==> src/rtl/mul_nibble_seq_if.sv <==
// Request/response handshake bundle for the nibble-serial multiply sequencer.
// master drives requests and consumes results; slave is the sequencer side.
interface mul_nibble_seq_if #(
    parameter int unsigned WIDTH = 32
);
    logic             in_valid;
    logic             in_ready;
    logic [1:0]       in_op;
    logic [WIDTH-1:0] in_rs1;
    logic [WIDTH-1:0] in_rs2;
    logic             out_valid;
    logic             out_ready;
    logic [WIDTH-1:0] out_result;

    modport master (
        output in_valid, in_op, in_rs1, in_rs2, out_ready,
        input  in_ready, out_valid, out_result
    );

    modport slave (
        input  in_valid, in_op, in_rs1, in_rs2, out_ready,
        output in_ready, out_valid, out_result
    );
endinterface

==> src/rtl/mul_nibble_seq.sv <==
// Iterative RV32M multiply sequencer: one 4x4 nibble product per cycle into a
// 2*WIDTH accumulator, sign fix-up at the end, selected half handed to writeback.
module mul_nibble_seq #(
    parameter int unsigned WIDTH = 32
) (
    input  logic                   clk,
    input  logic                   rst_n,
    input  logic                   flush,
    mul_nibble_seq_if.slave        bus,
    output logic [3:0]             mul_a,
    output logic [3:0]             mul_b,
    input  logic [7:0]             mul_p
);
    localparam int unsigned N  = WIDTH / 4;
    localparam int unsigned CW = (N > 1) ? $clog2(N) : 1;
    localparam int unsigned AW = 2 * WIDTH;

    typedef enum logic [1:0] {IDLE, CALC, FIX, DONE} state_t;

    state_t           state, state_d;
    logic [1:0]       op, op_d;
    logic [WIDTH-1:0] a_mag, a_mag_d, b_mag, b_mag_d;
    logic             neg, neg_d;
    logic [AW-1:0]    acc, acc_d, acc_fix;
    logic [CW-1:0]    i, i_d, j, j_d;
    logic [CW+2:0]    sh;
    logic             sign_a, sign_b;
    logic             ready_q, valid_q;
    logic [WIDTH-1:0] result_q, result_d;
    logic [3:0]       mul_a_d, mul_b_d;

    assign bus.in_ready   = ready_q;
    assign bus.out_valid  = valid_q;
    assign bus.out_result = result_q;

    // State register plus registered outputs derived from next-state values.
    always_ff @(posedge clk or negedge rst_n) begin
        if (!rst_n) begin
            state    <= IDLE;
            op       <= 2'b00;
            a_mag    <= '0;
            b_mag    <= '0;
            neg      <= 1'b0;
            acc      <= '0;
            i        <= '0;
            j        <= '0;
            ready_q  <= 1'b1;
            valid_q  <= 1'b0;
            result_q <= '0;
            mul_a    <= 4'h0;
            mul_b    <= 4'h0;
        end else begin
            state    <= state_d;
            op       <= op_d;
            a_mag    <= a_mag_d;
            b_mag    <= b_mag_d;
            neg      <= neg_d;
            acc      <= acc_d;
            i        <= i_d;
            j        <= j_d;
            ready_q  <= (state_d == IDLE);
            valid_q  <= (state_d == DONE);
            result_q <= result_d;
            mul_a    <= mul_a_d;
            mul_b    <= mul_b_d;
        end
    end

    // Next-state, datapath updates and next multiplier operands.
    always_comb begin
        state_d  = state;
        op_d     = op;
        a_mag_d  = a_mag;
        b_mag_d  = b_mag;
        neg_d    = neg;
        acc_d    = acc;
        i_d      = i;
        j_d      = j;
        result_d = result_q;
        sign_a   = 1'b0;
        sign_b   = 1'b0;
        acc_fix  = neg ? (-acc) : acc;
        sh       = {(CW+1)'(i) + (CW+1)'(j), 2'b00};

        if (flush) begin
            state_d  = IDLE;
            i_d      = '0;
            j_d      = '0;
            neg_d    = 1'b0;
            acc_d    = '0;
            result_d = '0;
        end else begin
            case (state)
                IDLE: begin
                    if (bus.in_valid) begin
                        // A signed for MUL/MULH/MULHSU, B signed for MUL/MULH only.
                        sign_a  = (bus.in_op != 2'b11) && bus.in_rs1[WIDTH-1];
                        sign_b  = !bus.in_op[1] && bus.in_rs2[WIDTH-1];
                        op_d    = bus.in_op;
                        a_mag_d = sign_a ? (-bus.in_rs1) : bus.in_rs1;
                        b_mag_d = sign_b ? (-bus.in_rs2) : bus.in_rs2;
                        neg_d   = sign_a ^ sign_b;
                        acc_d   = '0;
                        i_d     = '0;
                        j_d     = '0;
                        state_d = CALC;
                    end
                end
                CALC: begin
                    acc_d = acc + (AW'(mul_p) << sh);
                    if (j == CW'(N - 1)) begin
                        j_d = '0;
                        if (i == CW'(N - 1)) begin
                            i_d     = '0;
                            state_d = FIX;
                        end else begin
                            i_d = i + 1'b1;
                        end
                    end else begin
                        j_d = j + 1'b1;
                    end
                end
                FIX: begin
                    acc_d    = acc_fix;
                    result_d = (op == 2'b00) ? acc_fix[WIDTH-1:0] : acc_fix[AW-1:WIDTH];
                    state_d  = DONE;
                end
                DONE: begin
                    if (bus.out_ready) state_d = IDLE;
                end
                default: state_d = IDLE;
            endcase
        end

        mul_a_d = (state_d == CALC) ? a_mag_d[{i_d, 2'b00} +: 4] : 4'h0;
        mul_b_d = (state_d == CALC) ? b_mag_d[{j_d, 2'b00} +: 4] : 4'h0;
    end
endmodule

==> src/flat_wrapper.sv <==
// flat-port wrapper written by rule: the top's interface ports become plain ports
module mul_nibble_seq_flat 
#(
    parameter int unsigned WIDTH = 32
)
  (clk, rst_n, flush, mul_a, mul_b, mul_p, bus_in_valid, bus_in_op, bus_in_rs1, bus_in_rs2, bus_out_ready, bus_in_ready, bus_out_valid, bus_out_result);
  mul_nibble_seq_if #(.WIDTH(WIDTH)) bus_i ();
  input  logic clk;
  input  logic rst_n;
  input  logic flush;
  output logic [3:0] mul_a;
  output logic [3:0] mul_b;
  input  logic [7:0] mul_p;
  input wire logic [$bits(bus_i.in_valid)-1:0] bus_in_valid;
  input wire logic [$bits(bus_i.in_op)-1:0] bus_in_op;
  input wire logic [$bits(bus_i.in_rs1)-1:0] bus_in_rs1;
  input wire logic [$bits(bus_i.in_rs2)-1:0] bus_in_rs2;
  input wire logic [$bits(bus_i.out_ready)-1:0] bus_out_ready;
  output wire logic [$bits(bus_i.in_ready)-1:0] bus_in_ready;
  output wire logic [$bits(bus_i.out_valid)-1:0] bus_out_valid;
  output wire logic [$bits(bus_i.out_result)-1:0] bus_out_result;
  assign bus_i.in_valid = bus_in_valid;
  assign bus_i.in_op = bus_in_op;
  assign bus_i.in_rs1 = bus_in_rs1;
  assign bus_i.in_rs2 = bus_in_rs2;
  assign bus_i.out_ready = bus_out_ready;
  assign bus_in_ready = bus_i.in_ready;
  assign bus_out_valid = bus_i.out_valid;
  assign bus_out_result = bus_i.out_result;
  mul_nibble_seq #(.WIDTH(WIDTH)) u_core (.clk(clk), .rst_n(rst_n), .flush(flush), .bus(bus_i), .mul_a(mul_a), .mul_b(mul_b), .mul_p(mul_p));
endmodule
==> config.mk <==
export PLATFORM = sky130hd
export DESIGN_NAME = mul_nibble_seq_flat
export DESIGN_NICKNAME = d
export VERILOG_FILES = /design/src/rtl/mul_nibble_seq_if.sv /design/src/rtl/mul_nibble_seq.sv /design/src/flat_wrapper.sv
export SDC_FILE = /design/constraint.sdc
export NUM_CORES = 1
export LEC_CHECK = 0
export CAP_MARGIN = 5
export CORE_ASPECT_RATIO = 2
export CORE_MARGIN = 2
export CORE_UTILIZATION = 30
export DETAILED_ROUTE_END_ITERATION = 8
export SYNTH_ARGS = -nofsm -noshare
export SYNTH_HDL_FRONTEND = slang
export SYNTH_SLANG_ARGS = --single-unit
==> constraint.sdc <==
create_clock -name clk -period 6.3 [get_ports clk]
set_input_delay 1.575 -clock clk [delete_from_list [all_inputs] [get_ports clk]]
set_output_delay 1.575 -clock clk [all_outputs]
set_load 0.005 [all_outputs]
# Word level (Yosys, flattened, before mapping)
# Cells that the tools add are included.
# op_classes
mul,0
magnitude_cmp,0
addsub,7
n_eq_ne,9
reduce_logical,13
mux,35
shifts,3
bitwise,2
div,0
# op_table
op,count
2-to-1 mux 32 bit,11
2-to-1 mux 64 bit,3
case mux 64 bit (3 select lines),1
adder 64 bit,1
negation 32 bit,2
negation 64 bit,1
indexed part select 32 x 6 -> 4 bit,2
<< shifter 8 x 6 -> 64 bit,1
2-to-1 mux 3 bit,7
case mux 3 bit (2 select lines),2
2-to-1 mux 2 bit,5
2-to-1 mux 4 bit,2
case mux 2 bit (4 select lines),1
adder 3 x 1 -> 3 bit (second input constant),2
equality test 2 bit (second input constant),3
equality test 3 bit (second input constant),2
zero test 2 bit,3
nonzero test 2 bit,3
adder 3 x 3 -> 4 bit,1
equality test 2 x 1 -> 1 bit (second input constant),2
AND reduction 2 bit,2
nonzero test 4 bit,1
2-to-1 mux 1 bit,3
!= test 3 bit (second input constant),1
6 further kinds,7
# word_totals
reg_bits,181
wordCells,82
mem_bits_ro,0
latchBits,0
mem_count,0
ramBits,0
out_inout_bits,42
inputBits,79

# Depth between registers and ports, before layout
# Gate-level depths: netlist of the first run.
# depth
word_depth,8
ltp_mapped,21
depth_no_buf,21

# Least setup slack after synthesis of the first run
# No wires, ideal clock.
# synth_timing
path_kind,input port to flip-flop
startpoint,input port mul_p[1]
endpoint,register u_core.acc[60]
stages,15
slack_ns,0.903
setup_ns,0.083
path_buffers,1
required_ns,6.217
arrival_ns,5.314
cell_sequence,mux2i_1 > nor3_1 > ha_1 > clkbuf_1 > nand2_1 > or4_1 > a31o_2 > a2111oi_0 > o21ai_0 > a2111oi_0 > o21ai_0 > o32ai_1 > a211oi_1 > xor2_1 > o21ai_0
# synth_via
elab_chain_len,4
# synth_rtl
element,line,rtl
"start, declared",flat_wrapper.sv:13,input logic [7:0] mul_p;
<< shifter 8 x 6 -> 64 bit,mul_nibble_seq.sv:110,acc_d = acc + (AW'(mul_p) << sh);
adder 64 bit,mul_nibble_seq.sv:110,
case mux 64 bit (3 select lines),mul_nibble_seq.sv:93,case (state)
2-to-1 mux 64 bit,mul_nibble_seq.sv:85,if (flush) begin
"end signal, assigned",mul_nibble_seq.sv:44,acc <= '0;
"end signal, assigned",mul_nibble_seq.sv:58,acc <= acc_d;
"end, declared",mul_nibble_seq.sv:24,"logic [AW-1:0] acc, acc_d, acc_fix;"
# No other way between the ends.
# A chain may end at the register's enable or synchronous reset.

# Final worst setup path of the first run
# layout_timing
startpoint,register u_core.i[0]
endpoint,register u_core.acc[63]
# layout_via
elab_chain_len,5
# layout_rtl
element,line,rtl
"start, declared",mul_nibble_seq.sv:25,"logic [CW-1:0] i, i_d, j, j_d;"
"start signal, assigned",mul_nibble_seq.sv:59,i <= i_d;
adder 3 x 3 -> 4 bit,mul_nibble_seq.sv:83,"sh = {(CW+1)'(i) + (CW+1)'(j), 2'b00};"
<< shifter 8 x 6 -> 64 bit,mul_nibble_seq.sv:110,
adder 64 bit,mul_nibble_seq.sv:110,
case mux 64 bit (3 select lines),mul_nibble_seq.sv:93,
2-to-1 mux 64 bit,mul_nibble_seq.sv:85,
# No other way between the ends.

==> flow_summary.json, run 1 <==
{
  "status": "finished, final reports clean",
  "hold_ws_ns": 0.4942,
  "setup_viol": 0,
  "yosysTopAreaCellShare": 0.3029,
  "grt_max_degree": 131,
  "critPathBufInv": 2,
  "clock_latency_ns": 0.46,
  "pin_count": 121,
  "nets": 2100,
  "yosys.cell_types.count": 70,
  "die_w_um": 161.4,
  "synth_nets": 2027,
  "max_freq_mhz": 173.1,
  "first_pass_iters": 5,
  "period_share": 0.9168,
  "area_growth_pct": 17.36,
  "critical_path.top_delay_family": "compound AO/OA/AOI/OAI gates",
  "start_util": 0.3031,
  "cp.required_ns": 6.67,
  "crit_path_end_kind": "flip-flop",
  "synth-edff-count": 0,
  "routed_wirelength_mm": 61.75,
  "ys_async_sr_fraction": 1.000,
  "vias": 14970,
  "critical_path_class": "reg2reg",
  "worst_pin_slew_ns": 1.047,
  "grt_pass1_wl_mm": 90.22,
  "powerDensity_nw_per_um2": 191.9,
  "r2r_start": "u_core.i[0]",
  "routabilityCongestion": 1.025,
  "fin_cells": 2598,
  "r2r_setup_slack_ns": 0.52,
  "rsz0062_at_grt": "false",
  "cts.clk_slew.worst_paths_ns": 0.07,
  "ff2ff_path_depth": 19,
  "grt_usage": 0.2365,
  "ys_top_cells_by_area": "dfrtp_1, o21ai_0, ha_1, nand2_1, xor2_1",
  "synth.avg_cell_area_sq_um": 7.962,
  "yosys_most_used_dff": "dfrtp_1",
  "crit_end": "u_core.acc[63]",
  "numCtsBuffers": 17,
  "cp.depth": 19,
  "grt_pass1_vias": 14790,
  "ir_drop_mv": 0.1668,
  "hp-class": "reg2reg",
  "highest_layer": "met5",
  "cts_tree": "yes",
  "core_sq_um": 49070,
  "cp_cell_sequence": "ha_1 > inv_1 > fa_1 > nor2_1 > a22oi_1 > nor2_1 > ha_1 > a21o_1 > a31oi_1 > o21ai_0 > o21ai_0 > o311a_1 > o21ai_0 > buf_4 > a41o_1 > a211oi_1 > o21ai_0 > a2bb2oi_1 > o21ai_0",
  "clockRootBuffer": "clkbuf_16",
  "relSlewSlack": 0.2987,
  "vias_per_cell": 5.760,
  "cts_setup_buffers": 0,
  "cpPeakStageDelay_ns": 0.89,
  "tns_ns": 0,
  "dr.first_iter.drc_count": 1093,
  "dpl.hpwl_mm": 48.25,
  "fin_crit_ns": 5.776,
  "overflow": 0,
  "ys_top_cells_by_count": "nand2_1, o21ai_0, dfrtp_1, nor2_1, a21oi_1",
  "cts_resized": 0,
  "hold_buffers": 0,
  "synth_most_common_cell": "nand2_1",
  "clock_path_buffers": 2,
  "hold_viol": 0,
  "yosysSeqAreaShare": 0.3046,
  "slew_viol_final": 0,
  "wl_met3_mm": 2.947,
  "crit_fanout": 14,
  "rows": 115,
  "cp_data_arrival_time_ns": 6.15,
  "die_h_um": 318.9,
  "final_antenna_net_count": 0,
  "synth_cells": 1868,
  "wl_per_cell_um": 23.77,
  "cp-start-kind": "flip-flop",
  "dieArea_sq_um": 51480,
  "cts_htree_levels": 4,
  "io_buffers": 120,
  "nFillCells": 5162,
  "antenna_found_initial": 3,
  "post-route-drc-count": 0,
  "cap_violations": 0,
  "cts.sink_count": 181,
  "ys_warn_count": 0,
  "reg2reg_to": "u_core.acc[63]",
  "met2WireLength_mm": 32.36,
  "cp_common_cell": "o21ai_0",
  "dp_cells": 2565,
  "skew_ns": 0.01387,
  "slowest_stage": "fa_1",
  "p_total_mw": 3.350,
  "synth_seq_cells": 181,
  "p_leak_nw": 7.378,
  "drive_above_1_share": 0.05374,
  "yosys.area.top_type": "dfrtp_1",
  "worstSetupStartpoint": "u_core.i[0]",
  "netlist_area_sq_um": 14870,
  "wl_met1_mm": 19.19
}
[where the power goes]
| part | leakage (nW) | internal [mW] | switching, mW |
|---|---|---|---|
| clock network | 0.308 | 0.648 | 0.556 |
| logic | 4.65 | 0.297 | 0.537 |
| registers | 2.42 | 1.27 | 0.0449 |
| total | 7.38 | 2.21 | 1.14 |
[how the worst min path moves through the flow]
| stage | slack (ns) | depth (start not counted) | endpoint | from |
|---|---|---|---|---|
| 6_report | 0.49 | 2 | u_core.b_mag[22] | u_core.b_mag[22] |
| 5_1_grt | 0.51 | 2 | u_core.b_mag[11] | u_core.b_mag[11] |
| 4_1_cts | 0.50 | 2 | u_core.a_mag[6] | u_core.a_mag[6] |
| 3_5_place_dp | 0.48 | 2 | u_core.a_mag[6] | u_core.a_mag[6] |
| 3_3_place_gp | 0.47 | 2 | u_core.b_mag[16] | u_core.b_mag[16] |
| 2_1_floorplan | 0.45 | 2 | u_core.b_mag[8] | u_core.b_mag[8] |
[state kept, by name, indices dropped and copies added (netlist names), 2 cells and up]
register and flops:
u_core.acc 64, u_core.bus.out_result 32, u_core.state 2, u_core.mul_b 4, u_core.mul_a 4, u_core.a_mag 32, u_core.b_mag 32, u_core.i 3
u_core.j 3, u_core.op 2
[cell families after synthesis]
family	share of synthesized area
adders and majority gates	0.06831
muxes	0.03214
DFF	0.3046
AOI/OAI and AO/OA	0.2646
xor gates and xnor gates	0.1072
and+or+nand+nor	0.1874
buffers and inverters	0.03575
[worst reg2reg max path: stages, from the launching register on]
cell and delay [ns]:
dfrtp_1 0.44, ha_1 0.20, inv_1 0.05, fa_1 0.89, nor2_1 0.22, a22oi_1 0.26
nor2_1 0.11, ha_1 0.37, a21o_1 0.21, a31oi_1 0.16, o21ai_0 0.12, o21ai_0 0.74
o311a_1 0.37, o21ai_0 0.13, buf_4 0.17, a41o_1 0.30, a211oi_1 0.46, o21ai_0 0.19
a2bb2oi_1 0.15, o21ai_0 0.16
[area by class of cell]
| class | instances | area [sq um] | area share |
|---|---|---|---|
| diodes | 1 | 2.502 | 0.0001434 |
| clock buffers | 18 | 429.2 | 0.02459 |
| flip-flops and latches | 181 | 4532 | 0.2596 |
| well taps | 643 | 804.5 | 0.04609 |
| multi-input cells | 1550 | 9829 | 0.5631 |
| clock inverters | 14 | 214.0 | 0.01226 |
| repair buffers | 160 | 1528 | 0.08752 |
| inverters | 31 | 116.4 | 0.006666 |
[metrics by stage]
stage / worst slack, ns / utilization / instance area [sq um]
after floorplan: 0.9031 / - / 14870
after global placement: 0.3376 / 0.3426 / 16810
after detailed placement: 0.3154 / 0.3426 / 16810
after CTS: 0.6029 / 0.3557 / 17450
after global routing: 0.2529 / 0.3557 / 17450
final: 0.5245 / 0.3558 / 17460
[metal layers]
layer | vias up | GRT usage
met2 | 651 | 0.4371
met4 | 4 | 0.2304
li1 | 6940 | -
met5 | - | 0
met3 | 257 | 0.03655
met1 | 7113 | 0.2124
[cells in the final DEF, fill, tap and decap left out, types with 11 or more instances in the layout]
cell	count
dfrtp_1	179
o221ai_1	22
ha_1	78
o21ai_0	224
a22o_1	27
buf_4	38
clkdlybuf4s50_1	119
o41ai_1	13
nand4_1	20
or3_1	28
clkbuf_16	17
xnor2_1	82
inv_1	31
mux2i_1	32
xor2_1	100
a21oi_1	148
nor2_1	150
a21o_1	40
mux2_2	14
o31ai_1	31
a22oi_1	21
nand2_1	246
nor3_1	60
nand3_1	21
nand2b_1	16
a31oi_1	11
and2_1	15
or4_1	16
Power figures use the tool's default switching activity.
==> inputs of run 2 (changes only) <==
Settings changed: CORE_UTILIZATION 30 to 45, SKIP_CTS_REPAIR_TIMING set to 1.
==> flow_summary.json, run 2 (same netlist as run 1, synthesis figures left out) <==
{
  "cap_violations": 0,
  "worst_pin_slew_ns": 1.061,
  "internal_power_mw": 2.139,
  "dieArea_sq_um": 34610,
  "hold_viol": 0,
  "cp_data_arrival_time_ns": 6.18,
  "cp_common_cell": "nor2_1",
  "status": "finished, final reports clean",
  "setup_viol": 0,
  "wl_per_cell_um": 27.99,
  "final_antenna_net_count": 0,
  "cp.required_ns": 6.61,
  "cts_tree": "yes",
  "rows": 94,
  "p_comb_frac": 0.255,
  "crit_fanout": 7,
  "overflow": 0,
  "cts_htree_levels": 4,
  "seqPwrFrac": 0.398,
  "vias_per_cell": 6.332,
  "pin_count": 121,
  "largest_reg_flops": 64,
  "cp-start-kind": "flip-flop",
  "slew_viol_final": 0,
  "start_util": 0.4549,
  "sw_frac_of_total": 0.3522,
  "core_sq_um": 32700,
  "dr.first_iter.drc_count": 1093,
  "p_leak_nw": 7.409,
  "power_frac_clock": 0.347,
  "r2r_setup_slack_ns": 0.43,
  "drive_above_1_share": 0.05903,
  "crit_path_end_kind": "flip-flop",
  "dpl.hpwl_mm": 52.26,
  "r2r_start": "u_core.i[0]",
  "die_w_um": 132.6,
  "nets": 2111,
  "routed_wirelength_mm": 67.20,
  "period_share": 0.9323,
  "vias": 15200,
  "hp-class": "reg2reg",
  "fin_area_sq_um": 17250,
  "io_buffers": 120,
  "grt_pass1_vias": 15460,
  "powerDensity_nw_per_um2": 191.5,
  "cts.clk_slew.worst_paths_ns": 0.08,
  "clock_path_buffers": 2,
  "ff2ff_path_depth": 19,
  "crit_end": "u_core.acc[47]",
  "slowest_stage": "xor2_1",
  "grt_max_degree": 132,
  "numCtsBuffers": 17,
  "p_switching_mw": 1.163,
  "die_h_um": 261.1,
  "post-route-drc-count": 0,
  "max_freq_mhz": 170.3,
  "cpPeakStageDelay_ns": 0.57,
  "grt_pass1_wl_mm": 97.15,
  "relSlewSlack": 0.2919,
  "final_cell_mix": "nand2_1, o21ai_0, dfrtp_1, nor2_1, a21oi_1",
  "clock_latency_ns": 0.47,
  "rsz0062_at_grt": "false",
  "routabilityCongestion": 1.058,
  "critical_path_class": "reg2reg",
  "tns_ns": 0,
  "clockRootBuffer": "clkbuf_16",
  "first_pass_iters": 6,
  "grt_usage": 0.3900,
  "layout_commonest_cell": "nand2_1",
  "worstSetupStartpoint": "u_core.i[0]",
  "place_area_sq_um": 16620,
  "fin_crit_ns": 5.874,
  "cp_cell_sequence": "ha_1 > inv_1 > fa_1 > xnor2_1 > nor2_1 > a22oi_1 > nor2_1 > ha_1 > nand2_1 > nor2_1 > nand2_1 > or3_1 > o311a_1 > o21ai_0 > a41oi_1 > nor3_1 > nor2_1 > xor2_1 > o21ai_0",
  "skew_ns": 0.01955,
  "ir_drop_mv": 0.2111,
  "reg2reg_to": "u_core.acc[47]",
  "antenna_found_initial": 5,
  "cts.sink_count": 181,
  "area_growth_pct": 15.96,
  "regMostFlops": "u_core.acc"
}
run 2: worst min path at each step:
stage                                start               end  slack [ns]  cells after the start
after global routing       u_core.b_mag[0]   u_core.b_mag[0]        0.52                      2
after detailed placement   u_core.b_mag[8]   u_core.b_mag[8]        0.48                      2
after global placement    u_core.a_mag[14]  u_core.a_mag[14]        0.47                      2
final                      u_core.b_mag[8]   u_core.b_mag[8]        0.49                      2
after CTS                 u_core.a_mag[26]  u_core.a_mag[26]        0.50                      2
after floorplan            u_core.b_mag[8]   u_core.b_mag[8]        0.45                      2
run 2: area by class of cell:
cell class              count  area [sq um]
clock inverters            14         188.9
multi-input cells        1550          9829
fillers                  3291         15450
well taps                 432         540.5
inverters                  31         116.4
flip-flops and latches    181          4532
clock buffers              18         429.2
diodes                      4         10.01
repair buffers            171          1600
run 2: through the flow:
stage               hold slack (ns)  instances    util  power [mW]  setup WS, ns
finish                       0.4887       2401  0.5275       3.302        0.4264
global route                 0.5173       2397  0.5272       3.443        0.2055
CTS                          0.4974       2397  0.5272       3.301        0.6890
detailed placement           0.4772       2365  0.5083       2.163        0.3126
global placement             0.4662       2365  0.5083       2.151        0.2982
floorplan                    0.4462       1868       -       1.831        0.9031
run 2: power by group through the flow:
stage          Sequential [mW]  Clock (mW)  Combinational, mW
6_report                  1.31        1.15              0.841
2_1_floorplan             1.32           0              0.514
3_3_place_gp              1.33           0              0.819
5_1_grt                   1.32        1.20              0.918
4_1_cts                   1.31        1.16              0.830
3_5_place_dp              1.34           0              0.827
run 2: critical path: cells and delay by family, from the launching register on:
family	cells	cell delay, ns
simple gates	8	1.35
xor+xnor	2	1.08
flops	1	0.46
fa+ha+maj	3	1.07
compound gates	5	1.71
buf+inv	1	0.05
run 2: metal layers:
metal  track usage  wire length (um)
met1        0.3204             19660
met5             0                31
met3       0.08904              3295
met4        0.4301              9250
met2        0.7168             34960
==> inputs of run 3 (changes only) <==
Settings changed: PLACE_DENSITY set to 0.67.
Clock period 6.3 ns to 5.15 ns, I/O delays scaled along.
==> flow_summary.json, run 3 (same netlist as run 1, synthesis figures left out) <==
{
  "cp_cell_sequence": "ha_1 > inv_1 > fa_2 > xor2_1 > buf_4 > nand3_2 > nor2_2 > buf_4 > nand2_1 > inv_1 > ha_1 > a21o_1 > nand4_1 > and3_1 > o21ai_1 > a31oi_2 > o31ai_4 > a41oi_1 > buf_4 > o41a_1 > o21ai_0 > xnor2_1 > o21ai_0",
  "layout_commonest_cell": "nand2_1",
  "nets": 2226,
  "routabilityCongestion": 1.098,
  "setup_viol": 0,
  "dieArea_sq_um": 34610,
  "worst_pin_slew_ns": 0.9748,
  "fin_crit_ns": 5.035,
  "hp-class": "reg2reg",
  "cts_tree": "yes",
  "hold_viol": 0,
  "setup_ws_ns": 0.1152,
  "r2r_setup_slack_ns": 0.12,
  "pre_cts_ws_ns": -0.4407,
  "clock_path_buffers": 2,
  "final_antenna_net_count": 0,
  "grt_usage": 0.3661,
  "p_leak_nw": 7.991,
  "first_pass_iters": 7,
  "die_w_um": 132.6,
  "regMostFlops": "u_core.acc",
  "post-route-drc-count": 0,
  "p_switching_mw": 1.395,
  "period_share": 0.9776,
  "io_buffers": 120,
  "overflow": 0,
  "wl_per_cell_um": 25.42,
  "critPathBufInv": 5,
  "routed_wirelength_mm": 63.91,
  "ir_drop_mv": 0.2612,
  "vias": 15800,
  "cp-start-kind": "flip-flop",
  "met2WireLength_mm": 32.62,
  "grt_pass1_wl_mm": 93.93,
  "crit_fanout": 4,
  "place_area_sq_um": 17480,
  "fin_cells": 2514,
  "relSlewSlack": 0.3334,
  "dp_cells": 2477,
  "dr.first_iter.drc_count": 1163,
  "vias_per_cell": 6.283,
  "cp.required_ns": 5.44,
  "final_cell_mix": "nand2_1, o21ai_0, dfrtp_1, buf_4, nor2_1",
  "core_sq_um": 32700,
  "antenna_found_initial": 4,
  "slew_viol_final": 0,
  "rows": 94,
  "numCtsBuffers": 17,
  "cap_violations": 0,
  "slowest_stage": "o41a_1",
  "grt_pass1_vias": 16180,
  "seqPwrFrac": 0.402,
  "cp_common_cell": "buf_4",
  "drive_above_1_share": 0.1245,
  "cp_data_arrival_time_ns": 5.32,
  "cts_htree_levels": 4,
  "crit_path_end_kind": "flip-flop",
  "cts.clk_slew.worst_paths_ns": 0.07,
  "internal_power_mw": 2.602,
  "max_freq_mhz": 198.6,
  "area_growth_pct": 22.67,
  "critical_path_class": "reg2reg",
  "die_h_um": 261.1,
  "p_comb_frac": 0.265,
  "cts.sink_count": 181,
  "wl_met3_mm": 4.070,
  "powerDensity_nw_per_um2": 219.1,
  "start_util": 0.4549,
  "skew_ns": 0.02674,
  "pin_count": 121,
  "power_frac_clock": 0.333,
  "clockRootBuffer": "clkbuf_16",
  "highest_layer": "met5",
  "wl_met1_mm": 19.17,
  "grt_max_degree": 110,
  "largest_reg_flops": 64,
  "clock_latency_ns": 0.47,
  "fin_area_sq_um": 18250,
  "cpPeakStageDelay_ns": 0.55,
  "sw_frac_of_total": 0.3489,
  "dpl.hpwl_mm": 48.89,
  "status": "finished, final reports clean",
  "critical_path.top_delay_family": "compound AO/OA/AOI/OAI gates"
}
## run 3: cell types whose count changed in the layout (fill, tap and decap cells not counted), sizes merged
cell      previous run  this run
diode                4         2
buf                 51       166
clkinv               7         4
inv                 37        39
clkinvlp             0         2
bufinv               1         0
## run 3: worst register-to-register path, cell delays in order, from the launching register on
cell and delay, ns:
dfrtp_1 0.36, ha_1 0.17, inv_1 0.06, fa_2 0.36
xor2_1 0.16, buf_4 0.14, nand3_2 0.11, nor2_2 0.06
buf_4 0.16, nand2_1 0.17, inv_1 0.07, ha_1 0.28
a21o_1 0.15, nand4_1 0.13, and3_1 0.22, o21ai_1 0.21
a31oi_2 0.27, o31ai_4 0.36, a41oi_1 0.16, buf_4 0.18
o41a_1 0.55, o21ai_0 0.27, xnor2_1 0.15, o21ai_0 0.11
## run 3: cell type report
| cell class | count | area, sq um |
|---|---|---|
| inverter | 31 | 116.4 |
| multi-input combinational | 1550 | 9980 |
| clock buffer | 18 | 429.2 |
| tap | 432 | 540.5 |
| fill | 3189 | 14450 |
| antenna | 2 | 5.005 |
| timing repair buffer | 286 | 2489 |
| sequential | 181 | 4532 |
| clock inverter | 14 | 153.9 |
## run 3: final timing paths
| path | startpoint | cells after the start | end |
|---|---|---|---|
| hold reg to reg | u_core.a_mag[1] | 2 | u_core.a_mag[1] |
| max in group asynchronous | rst_n | 2 | u_core.acc[38] |
| setup / recovery | u_core.i[0] | 23 | u_core.acc[57] |
| min in group asynchronous | rst_n | 1 | u_core.b_mag[5] |
| hold / removal | u_core.a_mag[1] | 2 | u_core.a_mag[1] |
| setup reg to reg | u_core.i[0] | 23 | u_core.acc[57] |
## run 3: power groups by stage
stage / logic [mW] / clock network, mW / registers, mW
finish: 1.06 / 1.33 / 1.61
global route: 1.15 / 1.39 / 1.62
CTS: 1.03 / 1.34 / 1.61
detailed placement: 1.03 / 0 / 1.63
global placement: 1.01 / 0 / 1.63
floorplan: 0.628 / 0 / 1.61
## run 3: metrics by stage
stage          hold WS [ns]  TNS [ns]  power, mW  utilization
2_1_floorplan        0.4462         0      2.240            -
4_1_cts              0.4966   -0.2965      3.977       0.5525
3_3_place_gp         0.4668    -2.465      2.640       0.5347
6_report             0.4924         0      3.997       0.5580
3_5_place_dp         0.4777    -3.210      2.662       0.5347
5_1_grt              0.5135  -0.04371      4.155       0.5579
## run 3: per-layer routing
layer / global-route usage / up-vias
li1: - / 7186
met1: 0.3191 / 7503
met2: 0.6657 / 755
met3: 0.08285 / 350
met4: 0.3749 / 2
met5: 0 / -
